**config.mk**
```make
export PLATFORM = sky130hd
export DESIGN_NAME = conv_window_reader
export DESIGN_NICKNAME = d
export VERILOG_FILES = /design/src/rtl/conv_window_reader.sv
export SDC_FILE = /design/constraint.sdc
export NUM_CORES = 1
export LEC_CHECK = 0
export CORE_MARGIN = 1.5
export CORE_UTILIZATION = 57
export DETAILED_ROUTE_END_ITERATION = 8
export PLACE_DENSITY_LB_ADDON = 0.08
export SYNTH_ARGS = -nofsm -noshare
export SYNTH_HDL_FRONTEND = slang
export SYNTH_SLANG_ARGS = --single-unit
```
**constraint.sdc**
```tcl
create_clock -name clk -period 7.14 [get_ports clk]
set_clock_uncertainty 0.1 [all_clocks]
set_input_delay 1.428 -clock clk [delete_from_list [all_inputs] [get_ports clk]]
set_output_delay 1.428 -clock clk [all_outputs]
set_load 0.005 [all_outputs]
```
**src/rtl/conv_window_reader.sv**
```systemverilog
// conv_window_reader: walks a row-major int4 feature map in RAM and streams every
// KxK stride-1 window to the conv engine, issuing one RAM read per cycle.
module conv_window_reader #(
   parameter int WIDTH    = 4,
   parameter int ADDR_BIT = 10,
   parameter int IMG_W    = 28,
   parameter int IMG_H    = 28,
   parameter int K        = 3
) (
   input  logic                    clk,
   input  logic                    rst,
   input  logic                    start,
   input  logic [ADDR_BIT-1:0]     img_base,
   output logic                    busy,
   output logic                    done,
   output logic                    ram_en,
   output logic [ADDR_BIT-1:0]     ram_addr,
   input  logic [WIDTH-1:0]        ram_dout,
   output logic [K*K*WIDTH-1:0]    win_data,
   output logic                    win_valid,
   input  logic                    win_ready,
   output logic [15:0]             win_row,
   output logic [15:0]             win_col
);

   localparam int KK = K * K;
   localparam int IW = (KK > 1) ? $clog2(KK) : 1;
   localparam int KW = (K > 1) ? $clog2(K) : 1;

   localparam logic [ADDR_BIT-1:0] A_ONE    = ADDR_BIT'(1);
   localparam logic [ADDR_BIT-1:0] ROW_STEP = ADDR_BIT'(IMG_W - K + 1);
   localparam logic [ADDR_BIT-1:0] IMG_STEP = ADDR_BIT'(IMG_W);
   localparam logic [15:0]         LAST_COL = 16'(IMG_W - K);
   localparam logic [15:0]         LAST_ROW = 16'(IMG_H - K);
   localparam logic [KW-1:0]       K_LAST   = KW'(K - 1);
   localparam logic [KW-1:0]       K_ONE    = KW'(1);
   localparam logic [IW-1:0]       I_LAST   = IW'(KK - 1);
   localparam logic [IW-1:0]       I_ONE    = IW'(1);

   typedef enum logic [2:0] {S_IDLE, S_FETCH, S_DRAIN, S_OUT, S_DONE} state_t;

   state_t                r_state;
   state_t                w_next;

   logic [KW-1:0]         r_kr;
   logic [KW-1:0]         r_kc;
   logic [IW-1:0]         r_idx;
   logic [ADDR_BIT-1:0]   r_addr;
   logic [ADDR_BIT-1:0]   r_win_base;
   logic [ADDR_BIT-1:0]   r_row_base;
   logic [15:0]           r_row;
   logic [15:0]           r_col;
   logic                  r_cap_vld;
   logic [IW-1:0]         r_cap_idx;
   logic [KK*WIDTH-1:0]   r_win;

   logic                  w_fetch_last;
   logic                  w_last_col;
   logic                  w_last_win;

   assign w_fetch_last = (r_idx == I_LAST);
   assign w_last_col   = (r_col == LAST_COL);
   assign w_last_win   = w_last_col && (r_row == LAST_ROW);

   assign ram_addr = r_addr;
   assign win_data = r_win;
   assign win_row  = r_row;
   assign win_col  = r_col;

   always_ff @(posedge clk or posedge rst) begin
      if (rst) r_state <= S_IDLE;
      else     r_state <= w_next;
   end

   always_comb begin
      w_next    = r_state;
      busy      = 1'b0;
      done      = 1'b0;
      ram_en    = 1'b0;
      win_valid = 1'b0;
      case (r_state)
         S_IDLE:  if (start) w_next = S_FETCH;
         S_FETCH: begin
            busy   = 1'b1;
            ram_en = 1'b1;
            if (w_fetch_last) w_next = S_DRAIN;
         end
         S_DRAIN: begin
            busy   = 1'b1;
            w_next = S_OUT;
         end
         S_OUT: begin
            busy      = 1'b1;
            win_valid = 1'b1;
            if (win_ready) w_next = w_last_win ? S_DONE : S_FETCH;
         end
         S_DONE: begin
            done   = 1'b1;
            w_next = S_IDLE;
         end
         default: w_next = S_IDLE;
      endcase
   end

   // Read data returns one cycle after the address, so the slot index rides
   // one stage behind the fetch counter.
   always_ff @(posedge clk or posedge rst) begin
      if (rst) begin
         r_cap_vld <= 1'b0;
         r_cap_idx <= '0;
         r_win     <= '0;
      end else begin
         r_cap_vld <= (r_state == S_FETCH);
         r_cap_idx <= r_idx;
         for (int n = 0; n < KK; n++) begin
            if (r_cap_vld && (r_cap_idx == IW'(n))) r_win[n*WIDTH +: WIDTH] <= ram_dout;
         end
      end
   end

   always_ff @(posedge clk or posedge rst) begin
      if (rst) begin
         r_kr       <= '0;
         r_kc       <= '0;
         r_idx      <= '0;
         r_addr     <= '0;
         r_win_base <= '0;
         r_row_base <= '0;
         r_row      <= '0;
         r_col      <= '0;
      end else begin
         case (r_state)
            S_IDLE: if (start) begin
               r_addr     <= img_base;
               r_win_base <= img_base;
               r_row_base <= img_base;
               r_row      <= '0;
               r_col      <= '0;
               r_kr       <= '0;
               r_kc       <= '0;
               r_idx      <= '0;
            end
            S_FETCH: begin
               r_idx <= w_fetch_last ? '0 : r_idx + I_ONE;
               if (r_kc == K_LAST) begin
                  r_kc <= '0;
                  r_kr <= (r_kr == K_LAST) ? '0 : r_kr + K_ONE;
                  if (!w_fetch_last) r_addr <= r_addr + ROW_STEP;
               end else begin
                  r_kc   <= r_kc + K_ONE;
                  r_addr <= r_addr + A_ONE;
               end
            end
            // Window origin steps by 1 along a row and by IMG_W between rows;
            // all address math wraps modulo 2^ADDR_BIT.
            S_OUT: if (win_ready && !w_last_win) begin
               if (w_last_col) begin
                  r_col      <= '0;
                  r_row      <= r_row + 16'd1;
                  r_row_base <= r_row_base + IMG_STEP;
                  r_win_base <= r_row_base + IMG_STEP;
                  r_addr     <= r_row_base + IMG_STEP;
               end else begin
                  r_col      <= r_col + 16'd1;
                  r_win_base <= r_win_base + A_ONE;
                  r_addr     <= r_win_base + A_ONE;
               end
            end
            default: ;
         endcase
      end
   end

endmodule

```
==> flow_metrics.tcl, run 1 <==
set metrics [dict create \
    final_max_slew_viol_count 0 \
    holdBufCountCts 0 \
    cp-endpoint "ram_en" \
    yosysTopAreaCell "dfrtp_1" \
    critPathLaunch "r_state[0]$_DFFE_PP0P_" \
    cts_sinks 112 \
    drt_iter0_drc 194 \
    crit_type "reg -> out" \
    synth_top_area_share_pct 48.56 \
    core_mm2 0.009819 \
    power_per_cell_area_mw_per_mm2 372.7 \
    p_leak_nw 2.931 \
    ctsResizeCount 0 \
    seq_power_share_pct 41.2 \
    antenna_cells 0 \
    rr_worst_depth 7 \
    synthFlopType "dfrtp_1" \
    cts_root_buffer "clkbuf_8" \
    post_cts_buffers 0 \
    grt_use_total_pct 27.44 \
    pre_cts_ws_ns 2.715 \
    dr.pass1.iters 5 \
    dieWidth_um 103.6 \
    start_util_pct 58.78 \
    startpoint_type "flip-flop" \
    hpwl_um 10170 \
    cts_made_buffers 9 \
    r2r-start "win_col[1]$_DFFE_PP0P_" \
    gp_congestion 0.7980 \
    max-vdd-ir-drop_v 0.0001966 \
    grt_pass1_wl_um 23830 \
    wire_per_inst_um 17.27 \
    worstSkewPairLatency_ns 0.38 \
    critPathMaxFanout 14 \
    combPwrFrac_pct 44.9 \
    ys_ff_latch 112 \
    maxSlewHeadroom_pct 27.31 \
    max_freq_ghz 0.2346 \
    reg2reg_to "r_row_base[5]$_DFFE_PP0P_" \
    drc 0 \
    final.min_clock_period_ns 4.263 \
    synth-async-reset-ratio_pct 100.0 \
    h-tree-depth 3 \
    holdPathStages 0 \
    fin_tns_setup_ns 0 \
    clk_pin_slew_ns 0.11 \
    yosys_warnings 0 \
    die_y_um 103.6 \
    port_buffers 99 \
    syn_area_mm2 0.005772 \
    vias 4881 \
    postRouteAntennaNets 0 \
    power.switching_mw 1.020 \
    drive_above_1_share_pct 9.781 \
    p_int_mw 1.605 \
    crit_arrival_ns 2.74 \
    rrSetupSlack_ns 3.98 \
    end_kind "output port" \
    place_area_mm2 0.006863 \
    row_count 36 \
    setup_ws_ns 2.877 \
    yosysUniqueCellTypes 57 \
    p_clk_share_pct 13.9 \
    ios 100 \
    rsz0062_at_grt "no" \
    yosys-top-cells-area "dfrtp_1 (49%), mux2_2 (7.0%), nand2_1 (4.3%), nor2_1 (3.9%), xor2_1 (3.2%)" \
    post_drt_via_cell_ratio 5.967 \
    areaGrowthSynthToFinish_pct 22.05 \
    status "finished, final reports clean" \
    finalInstanceArea_mm2 0.007044 \
    period_share_pct 59.71 \
    die-area_mm2 0.01074 \
    setup_viol 0 \
    hold_path.class "reg -> reg" \
    final_nets 709 \
    synth_cells 587 \
    ys_seq_area_share_pct 48.56 \
    worst_pin_slew_ns 1.090 \
    avgSynthCellArea_um2 9.833 \
    final_hold_viol_count 0 \
    cts_max_path_buffers 2 \
    critical_path_required_ns 5.61 \
    synth_edf_count 0 \
    drt-total-wl_um 14130 \
    globalRouteOverflowTotal 0 \
    antenna_found_initial 0 \
    cts_tree "yes" \
    grt_max_degree 86 \
    synth_nets 616 \
    swShare_pct 38.84 \
    grt_pass1_vias 4773 \
    drv_cap 0 \
]
-- routing by layer --
layer  wire (um)  vias up  GRT usage [%]
met5           0        -              0
met4         321        0          11.01
met3         798       22          3.776
met2        7002      171          45.86
met1        6004     2396          36.35
li1            -     2292              -
-- critical path, stage by stage, from the launching register on --
cell	delay, ns
dfrtp_1	0.57
nor2b_1	0.38
nand2b_1	0.36
inv_1	0.46
clkdlybuf4s50_1	0.59
-- cells by family after synthesis --
| family | Yosys count | share of synthesized area [%] |
|---|---|---|
| DFF | 112 | 48.56 |
| adders and majority gates | 11 | 2.385 |
| AOI/OAI and AO/OA | 121 | 13.12 |
| and+or+nand+nor | 234 | 20.59 |
| xor gates and xnor gates | 36 | 5.463 |
| muxes | 37 | 7.197 |
| buffers and inverters | 36 | 2.688 |
-- worst min path at each step --
stage | startpoint | slack, ns | endpoint
after floorplan | r_idx[3]$_DFFE_PP0P_ | 0.28 | r_cap_idx[3]$_DFF_PP0_
after global placement | r_idx[3]$_DFFE_PP0P_ | 0.31 | r_cap_idx[3]$_DFF_PP0_
after detailed placement | r_idx[3]$_DFFE_PP0P_ | 0.30 | r_cap_idx[3]$_DFF_PP0_
after CTS | r_idx[3]$_DFFE_PP0P_ | 0.33 | r_cap_idx[3]$_DFF_PP0_
after global routing | r_idx[3]$_DFFE_PP0P_ | 0.34 | r_cap_idx[3]$_DFF_PP0_
final | r_idx[3]$_DFFE_PP0P_ | 0.33 | r_cap_idx[3]$_DFF_PP0_
-- per-stage QoR --
stage	utilization (%)	power [mW]	hold WS, ns	cells
after floorplan	-	1.766	0.2834	587
after global placement	69.89	2.204	0.3089	802
after detailed placement	69.89	2.267	0.3048	802
after CTS	71.74	2.631	0.3311	818
after global routing	71.74	2.818	0.3433	818
final	71.74	2.625	0.3272	818
-- layout make-up --
type / count / area (um^2)
clock inverter: 7 / 57.56
sequential: 112 / 2803
inverter: 15 / 58.81
timing repair buffer: 103 / 1021
tap: 133 / 166.4
multi-input combinational: 439 / 2814
clock buffer: 9 / 123.9
fill: 790 / 2775
-- cell usage in the layout (no fill, tap or decap), drive strengths merged, types with 3 or more instances in the layout --
master / instances
nand4: 15
a21o: 3
ha: 11
and3: 9
clkbuf: 9
a21oi: 33
o31ai: 8
nand2b: 6
o21a: 3
a31oi: 13
xnor2: 15
dfrtp: 112
xor2: 21
nor3: 11
nand2: 66
nand3: 17
buf: 4
clkdlybuf4s50: 99
and4: 4
mux2: 36
o22ai: 4
nand3b: 7
nor4: 5
inv: 21
nor3b: 9
nor2b: 6
a221oi: 5
nor2: 60
o21ai: 36
or3: 10
-- registers in the layout, summed over array words and instances, names as in the netlist --
register and flops:
r_cap_idx 4, r_cap_vld 1, r_idx 4, r_kc 2, r_row_base 10, r_state 3
r_win_base 10, ram_addr 10, win_col 16, win_data 36, win_row 16
-- cells in the mapped netlist, types with 11 or more instances --
master / number
nand3_1: 17
ha_1: 11
clkbuf_1: 13
dfrtp_1: 112
o21ai_0: 36
xor2_1: 21
nand2_1: 66
nor2_1: 60
a31oi_1: 13
nand4_1: 14
a21oi_1: 32
inv_1: 15
xnor2_1: 15
mux2_2: 36
-- power by group through the flow --
stage | logic, mW | clock network, mW | registers (mW)
detailed placement | 1.17 | 0 | 1.09
floorplan | 0.724 | 0 | 1.04
CTS | 1.18 | 0.371 | 1.08
global route | 1.31 | 0.392 | 1.12
global placement | 1.13 | 0 | 1.07
finish | 1.18 | 0.365 | 1.08
(Power assumes the default switching activity.)
==> run 2, diff against run 1 <==
--- a/config.mk
+++ b/config.mk
@@ -6,7 +6,7 @@
 export NUM_CORES = 1
 export LEC_CHECK = 0
 export CORE_MARGIN = 1.5
-export CORE_UTILIZATION = 57
+export CORE_UTILIZATION = 48
 export DETAILED_ROUTE_END_ITERATION = 8
 export PLACE_DENSITY_LB_ADDON = 0.08
 export SYNTH_ARGS = -nofsm -noshare
==> constraint.sdc (replaced) <==
create_clock -name clk -period 3.65 [get_ports clk]
set_clock_uncertainty 0.1 [all_clocks]
set_input_delay 0.73 -clock clk [delete_from_list [all_inputs] [get_ports clk]]
set_output_delay 0.73 -clock clk [all_outputs]
set_load 0.005 [all_outputs]
==> run 2 against run 1 <==
  * Hold slack improved by 0.012 ns
  * Core utilization fell by 8.9 points
  * First-iteration DRC count rose by 44%
  * Largest power group unchanged
==> flow_metrics.tcl, run 2 (synthesized netlist as in run 1, its figures left out) <==
set metrics [dict create \
    status "finished, final reports clean" \
    setup_viol 0 \
    hold_path.class "reg -> reg" \
    final_hold_viol_count 0 \
    antenna_found_initial 0 \
    globalRouteOverflowTotal 0 \
    max_stage_delay_ns 0.57 \
    critPathMaxFanout 13 \
    wire_per_inst_um 17.00 \
    finalInstanceArea_mm2 0.007262 \
    core_mm2 0.01156 \
    crit_type "reg -> out" \
    final.min_clock_period_ns 3.005 \
    drt-total-wl_um 14160 \
    dieWidth_um 112.7 \
    gp_congestion 0.8543 \
    cts_max_path_buffers 2 \
    max_freq_ghz 0.3328 \
    place_area_mm2 0.006939 \
    port_buffers 99 \
    startpoint_type "flip-flop" \
    dr.pass1.iters 5 \
    worst_hold_slack_ns 0.3392 \
    start_util_pct 49.91 \
    highest-signal-layer "met4" \
    drv_cap 0 \
    layout_common_cells "dfrtp_1 (112), clkdlybuf4s50_1 (99), nand2_1 (66)" \
    drive_above_1_share_pct 10.43 \
    drt_iter0_drc 279 \
    ios 100 \
    grt_pass1_vias 4546 \
    post_drt_via_cell_ratio 5.795 \
    largest_reg_flops 36 \
    fin_tns_setup_ns 0 \
    cts_made_buffers 9 \
    pre_cts_ws_ns 0.3696 \
    hpwl_um 10150 \
    ctsResizeCount 0 \
    nFillCells 986 \
    crit_arrival_ns 2.17 \
    crit_chain "nor2b_1, nand2b_1, buf_4, inv_1, clkdlybuf4s50_1" \
    drc 0 \
    holdBufCountCts 0 \
    h-tree-depth 3 \
    register_area_mm2 0.002803 \
    row_count 39 \
    dr_wl_met2_um 6789 \
    drt-met1-wl_um 6355 \
    vias 4827 \
    cts_sinks 112 \
    p_leak_nw 3.024 \
    grt_max_degree 75 \
    clk_pin_slew_ns 0.08 \
    period_share_pct 82.33 \
    die_y_um 112.7 \
    max-vdd-ir-drop_v 0.0003598 \
    grt_use_total_pct 23.07 \
    maxSlewHeadroom_pct 40.24 \
    layout.cells.most_common "dfrtp_1" \
    slowest_stage "dfrtp_1" \
    worst_pin_slew_ns 0.8852 \
    grt_pass1_wl_um 23190 \
    cts_root_buffer "clkbuf_16" \
    rsz0062_at_grt "no" \
    end_kind "output port" \
    worstSkewPairLatency_ns 0.36 \
    die-area_mm2 0.01269 \
    final_max_slew_viol_count 0 \
    power_per_cell_area_mw_per_mm2 758.5 \
    antenna_cells 0 \
    post_cts_buffers 0 \
    setup_ws_ns 0.6451 \
    critical_path_required_ns 2.82 \
    multiInputGateArea_mm2 0.002814 \
    cts_tree "yes" \
    postRouteAntennaNets 0 \
    final_nets 714 \
    areaGrowthSynthToFinish_pct 25.82 \
    route.met3.wl_um 734 \
]
-- run 2: cell count changes in the layout (fill, tap and decap cells not counted), moves of 2 or more --
cell       before  now
inv_8           0    3
buf_4           4    7
clkbuf_8        9    0
buf_12          0    2
inv_6           6    1
clkbuf_16       0    9
-- run 2: path summary, 6_finish.rpt --
path	cells past startpoint	slack, ns	endpoint	startpoint
worst max-delay path	5	0.65	ram_en	r_state[0]$_DFFE_PP0P_
worst min-delay path	0	0.34	r_cap_idx[3]$_DFF_PP0_	r_idx[3]$_DFFE_PP0P_
worst max register to register	5	0.92	r_row_base[6]$_DFFE_PP0P_	r_state[1]$_DFFE_PP0P_
worst min register to register	0	0.34	r_cap_idx[3]$_DFF_PP0_	r_idx[3]$_DFFE_PP0P_
max in group asynchronous	3	2.37	win_data[24]$_DFFE_PP0P_	rst
min in group asynchronous	3	0.70	win_col[15]$_DFFE_PP0P_	rst
-- run 2: report_power, final --
part	total, mW	switching [mW]	internal, mW	leakage, nW
registers	2.12	0.432	1.68	1.41
logic	2.32	1.10	1.23	1.46
clock network	1.07	0.512	0.557	0.159
total	5.51	2.04	3.47	3.02
-- run 2: final cells by class --
type                    instances  area share, %
inverters                      15         0.8270
multi-input cells             439          38.75
clock inverters                 7          1.344
flip-flops and latches        112          38.59
clock buffers                   9          3.101
well taps                     143          2.464
repair buffers                108          14.92
-- run 2: per-layer routing --
layer  GRT usage (%)  vias up
met5               0        -
met4           9.030        0
met3           3.186       22
met2           37.40      143
met1           31.60     2369
li1                -     2293
-- run 2: metrics by stage --
step / util [%] / total power, mW / instances
after floorplan: - / 3.455 / 587
after CTS: 62.79 / 5.538 / 833
after detailed placement: 60.00 / 4.460 / 817
final: 62.79 / 5.508 / 833
after global placement: 60.00 / 4.358 / 817
after global routing: 62.79 / 5.896 / 833
-- run 2: critical path: cells and delay by family, from the launching register on --
kind                   cells  cell delay [ns]
DFF                        1             0.57
buffers and inverters      3             0.77
and+or+nand+nor            2             0.47
==> run 3, diff against run 2 <==
--- a/config.mk
+++ b/config.mk
@@ -6,7 +6,7 @@
 export NUM_CORES = 1
 export LEC_CHECK = 0
 export CORE_MARGIN = 1.5
-export CORE_UTILIZATION = 48
+export CORE_UTILIZATION = 53
 export DETAILED_ROUTE_END_ITERATION = 8
 export PLACE_DENSITY_LB_ADDON = 0.08
 export SYNTH_ARGS = -nofsm -noshare
==> constraint.sdc (replaced) <==
create_clock -name clk -period 2.8 [get_ports clk]
set_clock_uncertainty 0.1 [all_clocks]
set_input_delay 0.56 -clock clk [delete_from_list [all_inputs] [get_ports clk]]
set_output_delay 0.56 -clock clk [all_outputs]
set_load 0.005 [all_outputs]
==> run 3 against run 2 <==
  * Register-to-register slack got worse by 0.69 ns
  * Hold slack lost 0.0093 ns
  * Sequential share of layout area decreased by 0.17 points
  * Critical path type unchanged
  * Critical endpoint is now win_valid
  * Largest cell class unchanged
  * Highest routed layer unchanged
==> flow_metrics.tcl, run 3 (synthesized netlist as in run 1, its figures left out) <==
set metrics [dict create \
    status "finished, final reports clean" \
    hold_path.class "reg -> reg" \
    worst_pin_slew_ns 0.6199 \
    rr_worst_depth 9 \
    setup_viol 0 \
    worstSkewPairLatency_ns 0.40 \
    grt_pass1_vias 4615 \
    final.min_clock_period_ns 2.652 \
    antenna_found_initial 0 \
    dieWidth_um 107.4 \
    pre_cts_ws_ns 0.01543 \
    max_freq_ghz 0.3770 \
    final_hold_viol_count 0 \
    holdPathStages 0 \
    ios 100 \
    drt-total-wl_um 14790 \
    register_area_mm2 0.002803 \
    slowest_stage "dfrtp_1" \
    drc 0 \
    dr.pass1.iters 5 \
    cts_made_buffers 9 \
    multiInputGateArea_mm2 0.002816 \
    crit_arrival_ns 1.99 \
    post_drt_via_cell_ratio 5.835 \
    grt_use_total_pct 26.65 \
    die-area_mm2 0.01153 \
    drv_cap 0 \
    wire_per_inst_um 17.58 \
    critical_path_required_ns 2.14 \
    power_per_cell_area_mw_per_mm2 965.1 \
    power.total_mw 7.039 \
    end_kind "output port" \
    clk_pin_slew_ns 0.11 \
    p_leak_nw 3.061 \
    rsz0062_at_grt "no" \
    layout.cells.most_common "dfrtp_1" \
    setup_ws_ns 0.1478 \
    cts_root_buffer "clkbuf_8" \
    hpwl_um 10800 \
    maxSlewHeadroom_pct 58.58 \
    cts_tree "yes" \
    areaGrowthSynthToFinish_pct 26.36 \
    period_share_pct 94.72 \
    cts_sinks 112 \
    antenna_cells 0 \
    final_max_slew_viol_count 0 \
    start_util_pct 55.17 \
    post_cts_buffers 0 \
    core_mm2 0.01046 \
    layout_common_cells "dfrtp_1 (112), clkdlybuf4s50_1 (99), nand2_1 (66)" \
    vias 4907 \
    utilization_pct 69.71 \
    drt_iter0_drc 361 \
    crit_type "reg -> out" \
    grt_max_degree 33 \
    die_y_um 107.4 \
    drive_above_1_share_pct 12.48 \
    startpoint_type "flip-flop" \
    holdBufCountCts 0 \
    postRouteAntennaNets 0 \
    port_buffers 99 \
    gp_congestion 0.8661 \
    max-vdd-ir-drop_v 0.0006213 \
    row_count 37 \
    cts_max_path_buffers 2 \
    fin_tns_setup_ns 0 \
    crit_chain "nand3b_1, inv_1, clkdlybuf4s50_1" \
    globalRouteOverflowTotal 0 \
    h-tree-depth 3 \
    largest_reg_flops 36 \
    ctsResizeCount 0 \
    nFillCells 819 \
    final_nets 729 \
    grt_pass1_wl_um 23830 \
    max_stage_delay_ns 0.53 \
    critPathMaxFanout 13 \
]
## run 3: layer usage
layer	vias to the layer above	track usage [%]	part of all wire [%]
met5	-	0	0
met4	0	5.357	0.70
met3	9	7.022	5.7
met2	140	43.40	49
met1	2429	36.13	45
li1	2329	-	-
## run 3: layout make-up
class / instances / area share [%]
clock buffers: 9 / 1.698
clock inverters: 7 / 1.527
inverters: 15 / 0.8235
multi-input cells: 439 / 38.62
flip-flops and latches: 112 / 38.43
well taps: 136 / 2.333
repair buffers: 123 / 16.57
## run 3: worst max-delay path, delay by kind of cell, from the launching register on
| kind | cells | cell delay (ns) |
|---|---|---|
| buffers and inverters | 2 | 0.69 |
| and+or+nand+nor | 1 | 0.37 |
| DFF | 1 | 0.53 |
## run 3: power by group
| part | internal (mW) | switching [mW] | total [mW] | leakage, nW |
|---|---|---|---|---|
| clock network | 0.523 | 0.593 | 1.12 | 0.118 |
| registers | 2.19 | 0.557 | 2.75 | 1.41 |
| logic | 1.68 | 1.50 | 3.17 | 1.54 |
| total | 4.39 | 2.65 | 7.04 | 3.06 |
## run 3: per-stage QoR
| stage | instance area [um^2] | instances | hold slack, ns |
|---|---|---|---|
| CTS | 7291 | 841 | 0.3281 |
| floorplan | 5776 | 587 | 0.2834 |
| global route | 7293 | 841 | 0.3421 |
| global placement | 7056 | 825 | 0.3048 |
| finish | 7293 | 841 | 0.3300 |
| detailed placement | 7056 | 825 | 0.3081 |
## run 3: final timing paths
path	startpoint	end	slack, ns
worst max register to register	win_col[1]$_DFFE_PP0P_	r_win_base[1]$_DFFE_PP0P_	0.23
min in group asynchronous	rst	win_data[9]$_DFFE_PP0P_	0.34
worst min register to register	r_idx[3]$_DFFE_PP0P_	r_cap_idx[3]$_DFF_PP0_	0.33
max in group asynchronous	rst	r_row_base[8]$_DFFE_PP0P_	1.68
worst max-delay path	r_state[2]$_DFFE_PP0P_	win_valid	0.15
worst min-delay path	r_idx[3]$_DFFE_PP0P_	r_cap_idx[3]$_DFF_PP0_	0.33
